### src/rtl/mem_arbiter_if.sv
// Shared memory port bundle: fetch side, MEM-stage side and memory side.
// The slave modport is the arbiter's view; master is the environment's.
interface mem_arbiter_if;
    logic        inst_req;
    logic [31:0] inst_addr;
    logic        inst_ready_n;
    logic [31:0] inst_data;

    logic        data_req;
    logic        data_write;
    logic [1:0]  data_size;
    logic [31:0] data_addr;
    logic [31:0] data_wdata;
    logic        data_ready_n;
    logic [31:0] data_rdata;

    logic        mem_req;
    logic        mem_write;
    logic [1:0]  mem_size;
    logic [31:0] mem_addr;
    logic [31:0] mem_wdata;
    logic        mem_ready_n;
    logic [31:0] mem_rdata;

    logic [1:0]  owner;

    modport slave (
        input  inst_req, inst_addr,
        output inst_ready_n, inst_data,
        input  data_req, data_write, data_size,
        input  data_addr, data_wdata,
        output data_ready_n, data_rdata,
        output mem_req, mem_write, mem_size,
        output mem_addr, mem_wdata,
        input  mem_ready_n, mem_rdata,
        output owner
    );

    modport master (
        output inst_req, inst_addr,
        input  inst_ready_n, inst_data,
        output data_req, data_write, data_size,
        output data_addr, data_wdata,
        input  data_ready_n, data_rdata,
        input  mem_req, mem_write, mem_size,
        input  mem_addr, mem_wdata,
        output mem_ready_n, mem_rdata,
        input  owner
    );
endinterface

### src/rtl/mem_arbiter.sv
// Two-master arbiter for a single memory port: data-priority with a
// fairness counter so fetch is never starved for more than three grants.
module mem_arbiter (
    input  logic          clk,
    input  logic          rst_n,
    mem_arbiter_if.slave  bus
);

    typedef enum logic [1:0] {
        IDLE = 2'b00,
        INST = 2'b01,
        DATA = 2'b10
    } state_t;

    state_t     state;
    state_t     state_nxt;
    logic [1:0] data_cnt;
    logic [1:0] data_cnt_nxt;
    logic       starve;
    logic       done;

    always_ff @(posedge clk or negedge rst_n) begin
        if (!rst_n) begin
            state    <= IDLE;
            data_cnt <= 2'd0;
        end else begin
            state    <= state_nxt;
            data_cnt <= data_cnt_nxt;
        end
    end

    assign starve = (data_cnt == 2'd3) && bus.inst_req;
    assign done   = !bus.mem_ready_n;

    always_comb begin
        state_nxt    = state;
        data_cnt_nxt = data_cnt;
        unique case (state)
            IDLE: begin
                if (bus.data_req && !starve) begin
                    state_nxt = DATA;
                    // Count only data grants that made a waiting fetch wait
                    if (!bus.inst_req)
                        data_cnt_nxt = 2'd0;
                    else if (data_cnt != 2'd3)
                        data_cnt_nxt = data_cnt + 2'd1;
                end else if (bus.inst_req) begin
                    state_nxt    = INST;
                    data_cnt_nxt = 2'd0;
                end else begin
                    data_cnt_nxt = 2'd0;
                end
            end
            INST, DATA: begin
                if (done)
                    state_nxt = IDLE;
            end
            default: state_nxt = IDLE;
        endcase
    end

    always_comb begin
        bus.mem_req      = 1'b0;
        bus.mem_write    = 1'b0;
        bus.mem_size     = 2'b00;
        bus.mem_addr     = 32'd0;
        bus.mem_wdata    = 32'd0;
        bus.inst_ready_n = 1'b1;
        bus.inst_data    = 32'd0;
        bus.data_ready_n = 1'b1;
        bus.data_rdata   = 32'd0;
        unique case (state)
            INST: begin
                bus.mem_req  = 1'b1;
                bus.mem_addr = bus.inst_addr;
                if (done) begin
                    bus.inst_ready_n = 1'b0;
                    bus.inst_data    = bus.mem_rdata;
                end
            end
            DATA: begin
                bus.mem_req   = 1'b1;
                bus.mem_write = bus.data_write;
                bus.mem_size  = bus.data_size;
                bus.mem_addr  = bus.data_addr;
                bus.mem_wdata = bus.data_wdata;
                if (done) begin
                    bus.data_ready_n = 1'b0;
                    bus.data_rdata   = bus.mem_rdata;
                end
            end
            default: ;
        endcase
    end

    assign bus.owner = state;

endmodule
### src/flat_wrapper.sv
// flat-port wrapper written by rule: the top's interface ports become plain ports
module mem_arbiter_flat 
  (clk, rst_n, bus_inst_req, bus_inst_addr, bus_inst_ready_n, bus_inst_data, bus_data_req, bus_data_write, bus_data_size, bus_data_addr, bus_data_wdata, bus_data_ready_n, bus_data_rdata, bus_mem_req, bus_mem_write, bus_mem_size, bus_mem_addr, bus_mem_wdata, bus_mem_ready_n, bus_mem_rdata, bus_owner);
  mem_arbiter_if bus_i ();
  input  logic clk;
  input  logic rst_n;
  input wire logic [$bits(bus_i.inst_req)-1:0] bus_inst_req;
  input wire logic [$bits(bus_i.inst_addr)-1:0] bus_inst_addr;
  output wire logic [$bits(bus_i.inst_ready_n)-1:0] bus_inst_ready_n;
  output wire logic [$bits(bus_i.inst_data)-1:0] bus_inst_data;
  input wire logic [$bits(bus_i.data_req)-1:0] bus_data_req;
  input wire logic [$bits(bus_i.data_write)-1:0] bus_data_write;
  input wire logic [$bits(bus_i.data_size)-1:0] bus_data_size;
  input wire logic [$bits(bus_i.data_addr)-1:0] bus_data_addr;
  input wire logic [$bits(bus_i.data_wdata)-1:0] bus_data_wdata;
  output wire logic [$bits(bus_i.data_ready_n)-1:0] bus_data_ready_n;
  output wire logic [$bits(bus_i.data_rdata)-1:0] bus_data_rdata;
  output wire logic [$bits(bus_i.mem_req)-1:0] bus_mem_req;
  output wire logic [$bits(bus_i.mem_write)-1:0] bus_mem_write;
  output wire logic [$bits(bus_i.mem_size)-1:0] bus_mem_size;
  output wire logic [$bits(bus_i.mem_addr)-1:0] bus_mem_addr;
  output wire logic [$bits(bus_i.mem_wdata)-1:0] bus_mem_wdata;
  input wire logic [$bits(bus_i.mem_ready_n)-1:0] bus_mem_ready_n;
  input wire logic [$bits(bus_i.mem_rdata)-1:0] bus_mem_rdata;
  output wire logic [$bits(bus_i.owner)-1:0] bus_owner;
  assign bus_i.inst_req = bus_inst_req;
  assign bus_i.inst_addr = bus_inst_addr;
  assign bus_inst_ready_n = bus_i.inst_ready_n;
  assign bus_inst_data = bus_i.inst_data;
  assign bus_i.data_req = bus_data_req;
  assign bus_i.data_write = bus_data_write;
  assign bus_i.data_size = bus_data_size;
  assign bus_i.data_addr = bus_data_addr;
  assign bus_i.data_wdata = bus_data_wdata;
  assign bus_data_ready_n = bus_i.data_ready_n;
  assign bus_data_rdata = bus_i.data_rdata;
  assign bus_mem_req = bus_i.mem_req;
  assign bus_mem_write = bus_i.mem_write;
  assign bus_mem_size = bus_i.mem_size;
  assign bus_mem_addr = bus_i.mem_addr;
  assign bus_mem_wdata = bus_i.mem_wdata;
  assign bus_i.mem_ready_n = bus_mem_ready_n;
  assign bus_i.mem_rdata = bus_mem_rdata;
  assign bus_owner = bus_i.owner;
  mem_arbiter u_core (.clk(clk), .rst_n(rst_n), .bus(bus_i));
endmodule
### config.mk
export PLATFORM = sky130hd
export DESIGN_NAME = mem_arbiter_flat
export DESIGN_NICKNAME = d
export VERILOG_FILES = /design/src/rtl/mem_arbiter_if.sv /design/src/rtl/mem_arbiter.sv /design/src/flat_wrapper.sv
export SDC_FILE = /design/constraint.sdc
export NUM_CORES = 1
export LEC_CHECK = 0
export ABC_AREA = 1
export CELL_PAD_IN_SITES_DETAIL_PLACEMENT = 1
export CELL_PAD_IN_SITES_GLOBAL_PLACEMENT = 1
export CORE_AREA = 4 4 102 104
export CTS_CLUSTER_DIAMETER = 30
export DETAILED_ROUTE_END_ITERATION = 7
export DIE_AREA = 0 0 106 108
export DONT_BUFFER_PORTS = 1
export GPL_TIMING_DRIVEN = 0
export PLACE_DENSITY_LB_ADDON = 0.1
export SETUP_SLACK_MARGIN = 0.3
export SLEW_MARGIN = 0
export SYNTH_ARGS = -nofsm -noshare
export SYNTH_HDL_FRONTEND = slang
export SYNTH_SLANG_ARGS = --single-unit
### constraint.sdc
create_clock -name clk -period 2 [get_ports clk]
set_clock_uncertainty 0.2 [all_clocks]
set_input_delay 0.3 -clock clk [delete_from_list [all_inputs] [get_ports clk]]
set_output_delay 0.3 -clock clk [all_outputs]
set_load 0.03 [all_outputs]
## After elaboration in Yosys (flattened, before gate mapping)

Cells that the tools add are included.

- $add $sub $neg: 1
- Equal/unequal tests: 7
- Multiplexer cells: 18
- Reductions and logical operators: 7

Operators by type and width:

| operator | count |
|---|---|
| $mux W32 | 4 |
| $pmux W32 S2 | 1 |
| $mux W2 | 7 |
| $mux W1 | 5 |
| $eq A2 B2 Y1 const B | 2 |
| $ne A2 B2 Y1 const B | 2 |
| $pmux W2 S2 | 1 |
| $reduce_and A2 Y1 | 2 |
| $ne A3 B2 Y1 const B | 1 |
| $ne A3 B3 Y1 const B | 1 |
| $add A2 B1 Y2 const B | 1 |
| $eq A2 B1 Y1 const B | 1 |
| $logic_and A1 B1 Y1 | 2 |
| $logic_not A2 Y1 | 1 |
| $reduce_or A2 Y1 | 1 |
| $logic_not A1 Y1 | 1 |

- Output and inout bits: 136
- Logic and storage cells: 35
- Input bits: 136
- Register bits after elaboration: 4

## Depth between registers and ports, before layout

Gate-level depths: netlist (run 1).

- Depth in word-level cells: 6
- Depth in mapped cells: 8
- Gate-level depth less buffers: 8

## Least setup slack after synthesis (run 1)

Ideal clock, no wire load.

- Path type: register to output
- From: register u_core.state[0], in the netlist u_core.bus.owner[0]
- To: output port bus_mem_addr[0]
- Cell stages (with the launch flop): 6
- Data required time: 1500 ps
- Buffers on the path: 1
- Data arrival time: 1962 ps
- Path slack: -462 ps
- Path through: dfrtp_1 inv_1 ha_1 inv_1 buf_2 a21oi_1

- Word-level cells in the longest chain between the ends: 2
- Elaborated cells between the ends (all ways): 3
- Classes of those cells: eq/ne: 2; mux: 1

RTL lines:

| item | RTL line | RTL |
|---|---|---|
| start: declaration | mem_arbiter.sv:15 | `state_t state;` |
| start signal: assignment | mem_arbiter.sv:27 | `state <= state_nxt;` |
| $eq A2 B2 Y1 / $eq A2 B1 Y1 (equally long branches) | mem_arbiter.sv:72 | `unique case (state)` |
| $pmux W32 S2 * | mem_arbiter.sv:72 |  |
| end: declaration | flat_wrapper.sv:21 | `output wire logic [$bits(bus_i.mem_addr)-1:0] bus_mem_addr;` |

Mark *: on every way between the ends. The rest lies on a longest branch, timed or not.

## Worst setup path after layout (run 1)

- From: register u_core.state[1], in the netlist u_core.bus.owner[1]
- To: output port bus_mem_addr[23]

The elaborated chain is that of the path after synthesis.

==> impl_metrics.env, run 1 <==
export IMPL_cp_arrival_ns=1.78
export IMPL_coreArea_um2=9550
export IMPL_fin_tns_setup_ns=-26.15
export IMPL_grt_setup_unrepaired="true"
export IMPL_n_fill_cell=1172
export IMPL_critPathMaxFanout=10
export IMPL_cellPowerDensity_nw_per_um2=1430
export IMPL_diodes=0
export IMPL_via_per_inst=4.26
export IMPL_grt_use_total_pct=12.3
export IMPL_post_route_drc_count=0
export IMPL_relSlewSlack_pct=71.4
export IMPL_ant_nets=0
export IMPL_tightest_slew_ns=0.429
export IMPL_stdcell_area_um2=3120
export IMPL_holdWs_ns=0.0390
export IMPL_grt_overflow_total=0
export IMPL_leakage_nw=1.25
export IMPL_netlist_area_leader_share_pct=26.9
export IMPL_critPathLaunchType="flop"
export IMPL_die_h_um=108
export IMPL_drv_slew=0
export IMPL_synth_top_area_cell="nand2_1"
export IMPL_clock_fmax_ghz=0.439
export IMPL_num_vias=2039
export IMPL_nNetsFinal=489
export IMPL_initial_core_util_pct=15.9
export IMPL_place_hpwl_um=6940
export IMPL_min_delay_path_class="in -> reg"
export IMPL_grt_start_max_net_pins=11
export IMPL_final_util_pct=32.7
export IMPL_drive_gt1_share_pct=55.8
export IMPL_ys_warn_count=0
export IMPL_period_share_pct=114
export IMPL_slowest_delay_ns=0.50
export IMPL_clk_path_buf_depth=2
export IMPL_area_growth_pct=105
export IMPL_tritoncts="yes"
export IMPL_critPathSlowestCell="dfrtp_2"
export IMPL_path_delay_family="flip-flops"
export IMPL_final_common_cell="nand2_1"
export IMPL_postPlaceCellArea_um2=2590
export IMPL_setup_slack_ns=-0.277
export IMPL_violations="setup timing"
export IMPL_cts_root_buffer="clkbuf_8"
export IMPL_period_minus_slack_ns=2.28
export IMPL_path_class="reg -> out"
export IMPL_critPathBufInv=3
export IMPL_max_cap_viol_count=0
export IMPL_stdcell_count=479
export IMPL_ys_seq_area_share_pct=6.58
export IMPL_num_rows=36
export IMPL_grt_pass1_vias=2095
export IMPL_boundaryPins=272
export IMPL_cts_htree_levels=1
export IMPL_end_kind="primary output"
export IMPL_peakVddDrop_uv=523
export IMPL_cts_inserted_buffers=3
export IMPL_finalHoldViolCount=0
export IMPL_wirelength_um=8110
export IMPL_required_ns=1.50
export IMPL_clk_latency_ns=0.22
export IMPL_syn_area_um2=1520
export IMPL_die_area_um2=11400
export IMPL_cp_cell_sequence="inv_2 -> ha_4 -> inv_1 -> buf_6 -> a21oi_4"
export IMPL_avgSynthCellArea_um2=4.74
export IMPL_clkTransAtPathRegs_ns=0.04
export IMPL_status="finished, violations left"
export IMPL_die_w_um=106
export IMPL_gp_congestion=0.712
export IMPL_cts_sinks=4
export IMPL_syn_inst=321
export IMPL_antenna_found_initial=0
export IMPL_drt_iter0_markers=56
export IMPL_synth_top_cells_by_area="nand2_1, inv_1, nor2_1, a21oi_1, buf_6"
export IMPL_ys_ff_latch=4
export IMPL_drt_wirelength_per_cell_um=16.9
export IMPL_dp_cells=454
export IMPL_io_buffers=0
export IMPL_grt_pass1_wl_um=11600
export IMPL_setup_violations=132
export IMPL_final_cell_mix="nand2_1, nor2_4, inv_1, a21oi_4, inv_2"
export IMPL_synth_fp_nets=463
export IMPL_synthDistinctLibCells=16
export IMPL_dr_pass1_iters=4
## path summary, 6_finish.rpt
| path | startpoint | to | slack [ns] | cells after the start |
|---|---|---|---|---|
| setup / recovery | u_core.bus.owner[1]$_DFFE_PN0P_ | bus_mem_addr[23] | -0.28 | 5 |
| min in group asynchronous | rst_n | u_core.bus.owner[1]$_DFFE_PN0P_ | 0.15 | 1 |
| setup reg to reg | u_core.bus.owner[1]$_DFFE_PN0P_ | u_core.data_cnt[0]$_DFFE_PN0P_ | 0.43 | 6 |
| hold reg to reg | u_core.data_cnt[1]$_DFFE_PN0P_ | u_core.data_cnt[1]$_DFFE_PN0P_ | 0.34 | 2 |
| max in group asynchronous | rst_n | u_core.bus.owner[0]$_DFFE_PN0P_ | 1.26 | 1 |
| hold / removal | bus_inst_req | u_core.bus.owner[0]$_DFFE_PN0P_ | 0.04 | 2 |
## per-layer routing
metal	up-vias	global-route usage [%]	wire length [um]
met2	129	24.4	4610
met3	2	3.22	694
met4	0	0.833	27
li1	967	-	-
met5	-	0	0
met1	941	13.8	2780
## stage by stage
stage / power [mW] / setup slack, ns
3_5_place_dp: 3.75 / -0.0703
2_1_floorplan: 3.33 / 0.0674
3_3_place_gp: 3.74 / -0.0680
5_1_grt: 4.73 / -0.365
4_1_cts: 4.38 / -0.305
6_report: 4.44 / -0.277
## registers in the layout (all words and copies together) (netlist names)
| signal | flops |
|---|---|
| u_core.bus.owner | 2 |
| u_core.data_cnt | 2 |
## area by class of cell
class | instances | area, um2 | area share [%]
Buffer | 21 | 302 | 9.67
Sequential cell | 4 | 103 | 3.29
Multi-Input combinational cell | 221 | 1840 | 59.1
Tap cell | 133 | 166 | 5.34
Inverter | 75 | 307 | 9.83
Timing Repair Buffer | 21 | 353 | 11.3
Clock buffer | 4 | 45.0 | 1.44
## report_power, final
part / switching (mW) / total [mW] / internal [mW] / leakage [nW]
Clock: 0.0446 / 0.181 / 0.136 / 0.0228
Sequential: 0.0711 / 0.187 / 0.116 / 0.0502
Combinational: 2.79 / 4.08 / 1.28 / 1.18
Total: 2.91 / 4.44 / 1.53 / 1.25
## cells by family after synthesis
logic type / count (synthesis) / share of synthesized area [%]
fa+ha+maj: 6 / 4.93
flops: 4 / 6.58
simple gates: 181 / 47.2
compound gates: 34 / 11.3
buf+inv: 96 / 29.9
## cell usage after synthesis
cell,number
nor2_2,9
buf_2,7
a21oi_1,32
nand3_1,3
nand2_1,109
o22ai_1,2
nand2_4,1
ha_1,6
dfrtp_1,4
inv_1,74
buf_6,9
nand4_1,1
inv_2,1
buf_4,5
nand2_2,1
nor2_1,57
## repair_timing
action | in CTS | in global routing
cloned | 5 | 2
setup buffers | 10 | 3
pin swaps | 13 | 13
setup endpoints to repair | 133 | 134
hold endpoints to repair | 4 | 0
hold buffers | 1 | 0
resized for setup | 30 | 18
(Power assumes the default switching activity.)
==> inputs of run 2 (changes only) <==
Settings changed: ABC_AREA 1 to not set, CORE_AREA 4 4 102 104 to 4 4 103 105, DIE_AREA 0 0 106 108 to 0 0 107 109.
==> run 2 against run 1 <==
Against the previous run: register-to-register slack got worse by 0.33 ns; sequential share of layout area rose by 0.51 points; wire length is 6.5% lower; first-iteration DRC count fell by 11%; the flow still finishes with violations (setup timing); sequential power up 6%.
==> impl_metrics.env, run 2 <==
export IMPL_drv_slew=0
export IMPL_syn_area_um2=1510
export IMPL_place_hpwl_um=6490
export IMPL_yosys_top_cells_count="and2_1, a22oi_1, nor2b_1, inv_1"
export IMPL_coreArea_um2=9640
export IMPL_area_growth_pct=78.8
export IMPL_grt_pass1_vias=1785
export IMPL_violations="setup timing"
export IMPL_r2r_end="u_core.bus.owner[0]$_DFFE_PN0P_"
export IMPL_syn_inst=215
export IMPL_cts_sinks=4
export IMPL_io_buffers=0
export IMPL_crit_path_start="u_core.bus.owner[1]$_DFFE_PN0P_"
export IMPL_boundaryPins=272
export IMPL_synthDistinctLibCells=20
export IMPL_drt_wirelength_per_cell_um=20.4
export IMPL_cts_htree_levels=1
export IMPL_seqPwrFrac_pct=4.6
export IMPL_regArea_um2=103
export IMPL_ys_seq_area_share_pct=6.63
export IMPL_cts_root_buffer="clkbuf_8"
export IMPL_period_share_pct=111
export IMPL_postPlaceCellArea_um2=2360
export IMPL_preCtsSetupSlack_ns=-0.0656
export IMPL_p_comb_share_pct=91.4
export IMPL_die_area_um2=11700
export IMPL_avgSynthCellArea_um2=7.02
export IMPL_synth_fp_nets=357
export IMPL_grt_overflow_total=0
export IMPL_cellPowerDensity_nw_per_um2=1620
export IMPL_leakage_nw=1.06
export IMPL_post_route_drc_count=0
export IMPL_ant_nets=0
export IMPL_power_frac_clock_pct=4.0
export IMPL_tritoncts="yes"
export IMPL_setup_slack_ns=-0.230
export IMPL_status="finished, violations left"
export IMPL_final_cell_mix="and2_4, nor2b_4, a22oi_2, and2_2, buf_4"
export IMPL_peakVddDrop_uv=594
export IMPL_stdcell_area_um2=2700
export IMPL_cp_arrival_ns=1.73
export IMPL_grt_use_total_pct=11.0
export IMPL_dr_pass1_iters=4
export IMPL_gp_congestion=0.654
export IMPL_critPathLaunchType="flop"
export IMPL_holdWs_ns=0.115
export IMPL_ys_ff_latch=4
export IMPL_initial_core_util_pct=15.7
export IMPL_synth_top_cells_by_area="and2_1, a22oi_1, nor2b_1, dfrtp_1, ha_1"
export IMPL_num_vias=1664
export IMPL_drt_iter0_markers=50
export IMPL_reg2reg_setup_slack_ns=0.10
export IMPL_nNetsFinal=382
export IMPL_netlist_area_leader_share_pct=41.0
export IMPL_clkTransAtPathRegs_ns=0.03
export IMPL_grt_setup_unrepaired="true"
export IMPL_ys_warn_count=0
export IMPL_multiInputGateArea_um2=1910
export IMPL_cp_endpoint="bus_mem_addr[22]"
export IMPL_required_ns=1.50
export IMPL_finalHoldViolCount=0
export IMPL_wirelength_um=7590
export IMPL_critPathMaxFanout=9
export IMPL_rr_startpoint="u_core.bus.owner[1]$_DFFE_PN0P_"
export IMPL_die_w_um=107
export IMPL_tightest_slew_ns=0.352
export IMPL_diodes=0
export IMPL_final_common_cell="and2_4"
export IMPL_r2r_cells=5
export IMPL_cts_inserted_buffers=3
export IMPL_num_rows=36
export IMPL_clk_path_buf_depth=2
export IMPL_drive_gt1_share_pct=90.8
export IMPL_path_class="reg -> out"
export IMPL_synth_edff_count=0
export IMPL_ys_flop_type="dfrtp_1"
export IMPL_max_cap_viol_count=0
export IMPL_clk_latency_ns=0.22
export IMPL_intPower_mw=1.98
export IMPL_grt_start_max_net_pins=11
export IMPL_dp_cells=348
export IMPL_setup_violations=127
export IMPL_antenna_found_initial=0
export IMPL_relSlewSlack_pct=76.4
export IMPL_synthArstFlopShare_pct=100
export IMPL_stdcell_count=372
export IMPL_n_fill_cell=1137
export IMPL_via_per_inst=4.47
export IMPL_min_delay_path_class="in -> reg"
export IMPL_die_h_um=109
export IMPL_synth_top_area_cell="and2_1"
export IMPL_clock_fmax_ghz=0.448
export IMPL_total_power_mw=4.36
export IMPL_grt_pass1_wl_um=10400
export IMPL_p_switching_mw=2.37
export IMPL_swShare_pct=54.5
export IMPL_period_minus_slack_ns=2.23
export IMPL_synth_most_common_cell="and2_1"
export IMPL_end_kind="primary output"
==> run 2: cell count changes after synthesis, sizes merged, moves of 34 or more <==
cell / before / now
nand2: 111 / 2
and2: 0 / 99
nor2b: 0 / 34
nor2: 66 / 0
inv: 75 / 7
==> run 2: timing repair <==
action                                  in CTS  in global routing
endpoints found under the setup margin     135                136
hold buffers                                 1                  0
gates cloned                                 3                  4
endpoints found under the hold margin        4                  0
setup buffers                                8                  4
resized for setup                           35                 16
pin swaps                                    6                  9
==> run 2: worst min-delay path by stage <==
| stage | startpoint | to | slack [ns] | depth (start not counted) |
|---|---|---|---|---|
| after floorplan | rst_n | u_core.bus.owner[0]$_DFFE_PN0P_ | -0.20 | 0 |
| after global placement | rst_n | u_core.data_cnt[0]$_DFFE_PN0P_ | -0.20 | 0 |
| after detailed placement | rst_n | u_core.data_cnt[0]$_DFFE_PN0P_ | -0.20 | 0 |
| after CTS | bus_mem_ready_n | u_core.bus.owner[0]$_DFFE_PN0P_ | 0.10 | 2 |
| after global routing | bus_mem_ready_n | u_core.bus.owner[0]$_DFFE_PN0P_ | 0.13 | 2 |
| final | bus_data_req | u_core.data_cnt[1]$_DFFE_PN0P_ | 0.12 | 2 |
==> run 2: metal layers <==
layer	share of wire, %	vias to the layer above	global-route usage, %
li1	-	747	-
met1	31	768	10.6
met2	57	145	23.2
met3	10	4	3.67
met4	0.86	0	0.913
met5	0	-	0
==> run 2: cells by family after synthesis <==
kind of cell | count (synthesis) | share of synthesized area, %
flip-flops | 4 | 6.63
adder cells (fa/ha/maj) | 6 | 4.97
AO/OA/AOI/OAI | 39 | 19.1
buffers and inverters | 27 | 10.7
AND/OR/NAND/NOR | 139 | 58.6
==> run 2: power groups by stage <==
stage,logic [mW],clock network [mW],registers [mW]
6_report,3.98,0.176,0.199
5_1_grt,4.22,0.191,0.205
4_1_cts,3.85,0.186,0.201
3_5_place_dp,3.59,0,0.201
3_3_place_gp,3.60,0,0.203
2_1_floorplan,3.22,0,0.187
==> run 2: metrics by stage <==
| step | TNS (ns) | utilization, % |
|---|---|---|
| finish | -23.66 | 28.0 |
| global route | -33.67 | 28.0 |
| CTS | -27.22 | 26.8 |
| detailed placement | -1.99 | 24.5 |
| global placement | -1.92 | 24.5 |
| floorplan | 0 | - |
==> run 2: critical path, cell delays in order (launching register included) <==
cell and delay, ns:
dfrtp_2 0.54, inv_4 0.09, ha_4 0.43, clkbuf_8 0.20, nor2b_4 0.25
==> run 2: final cells by class <==
type                    instances  share of cell area [%]
plain buffers                  20                    8.58
clock buffers                   4                    1.67
inverters                       7                    1.30
multi-input cells             184                    70.7
flip-flops and latches          4                    3.80
well taps                     133                    6.17
repair buffers                 20                    7.79
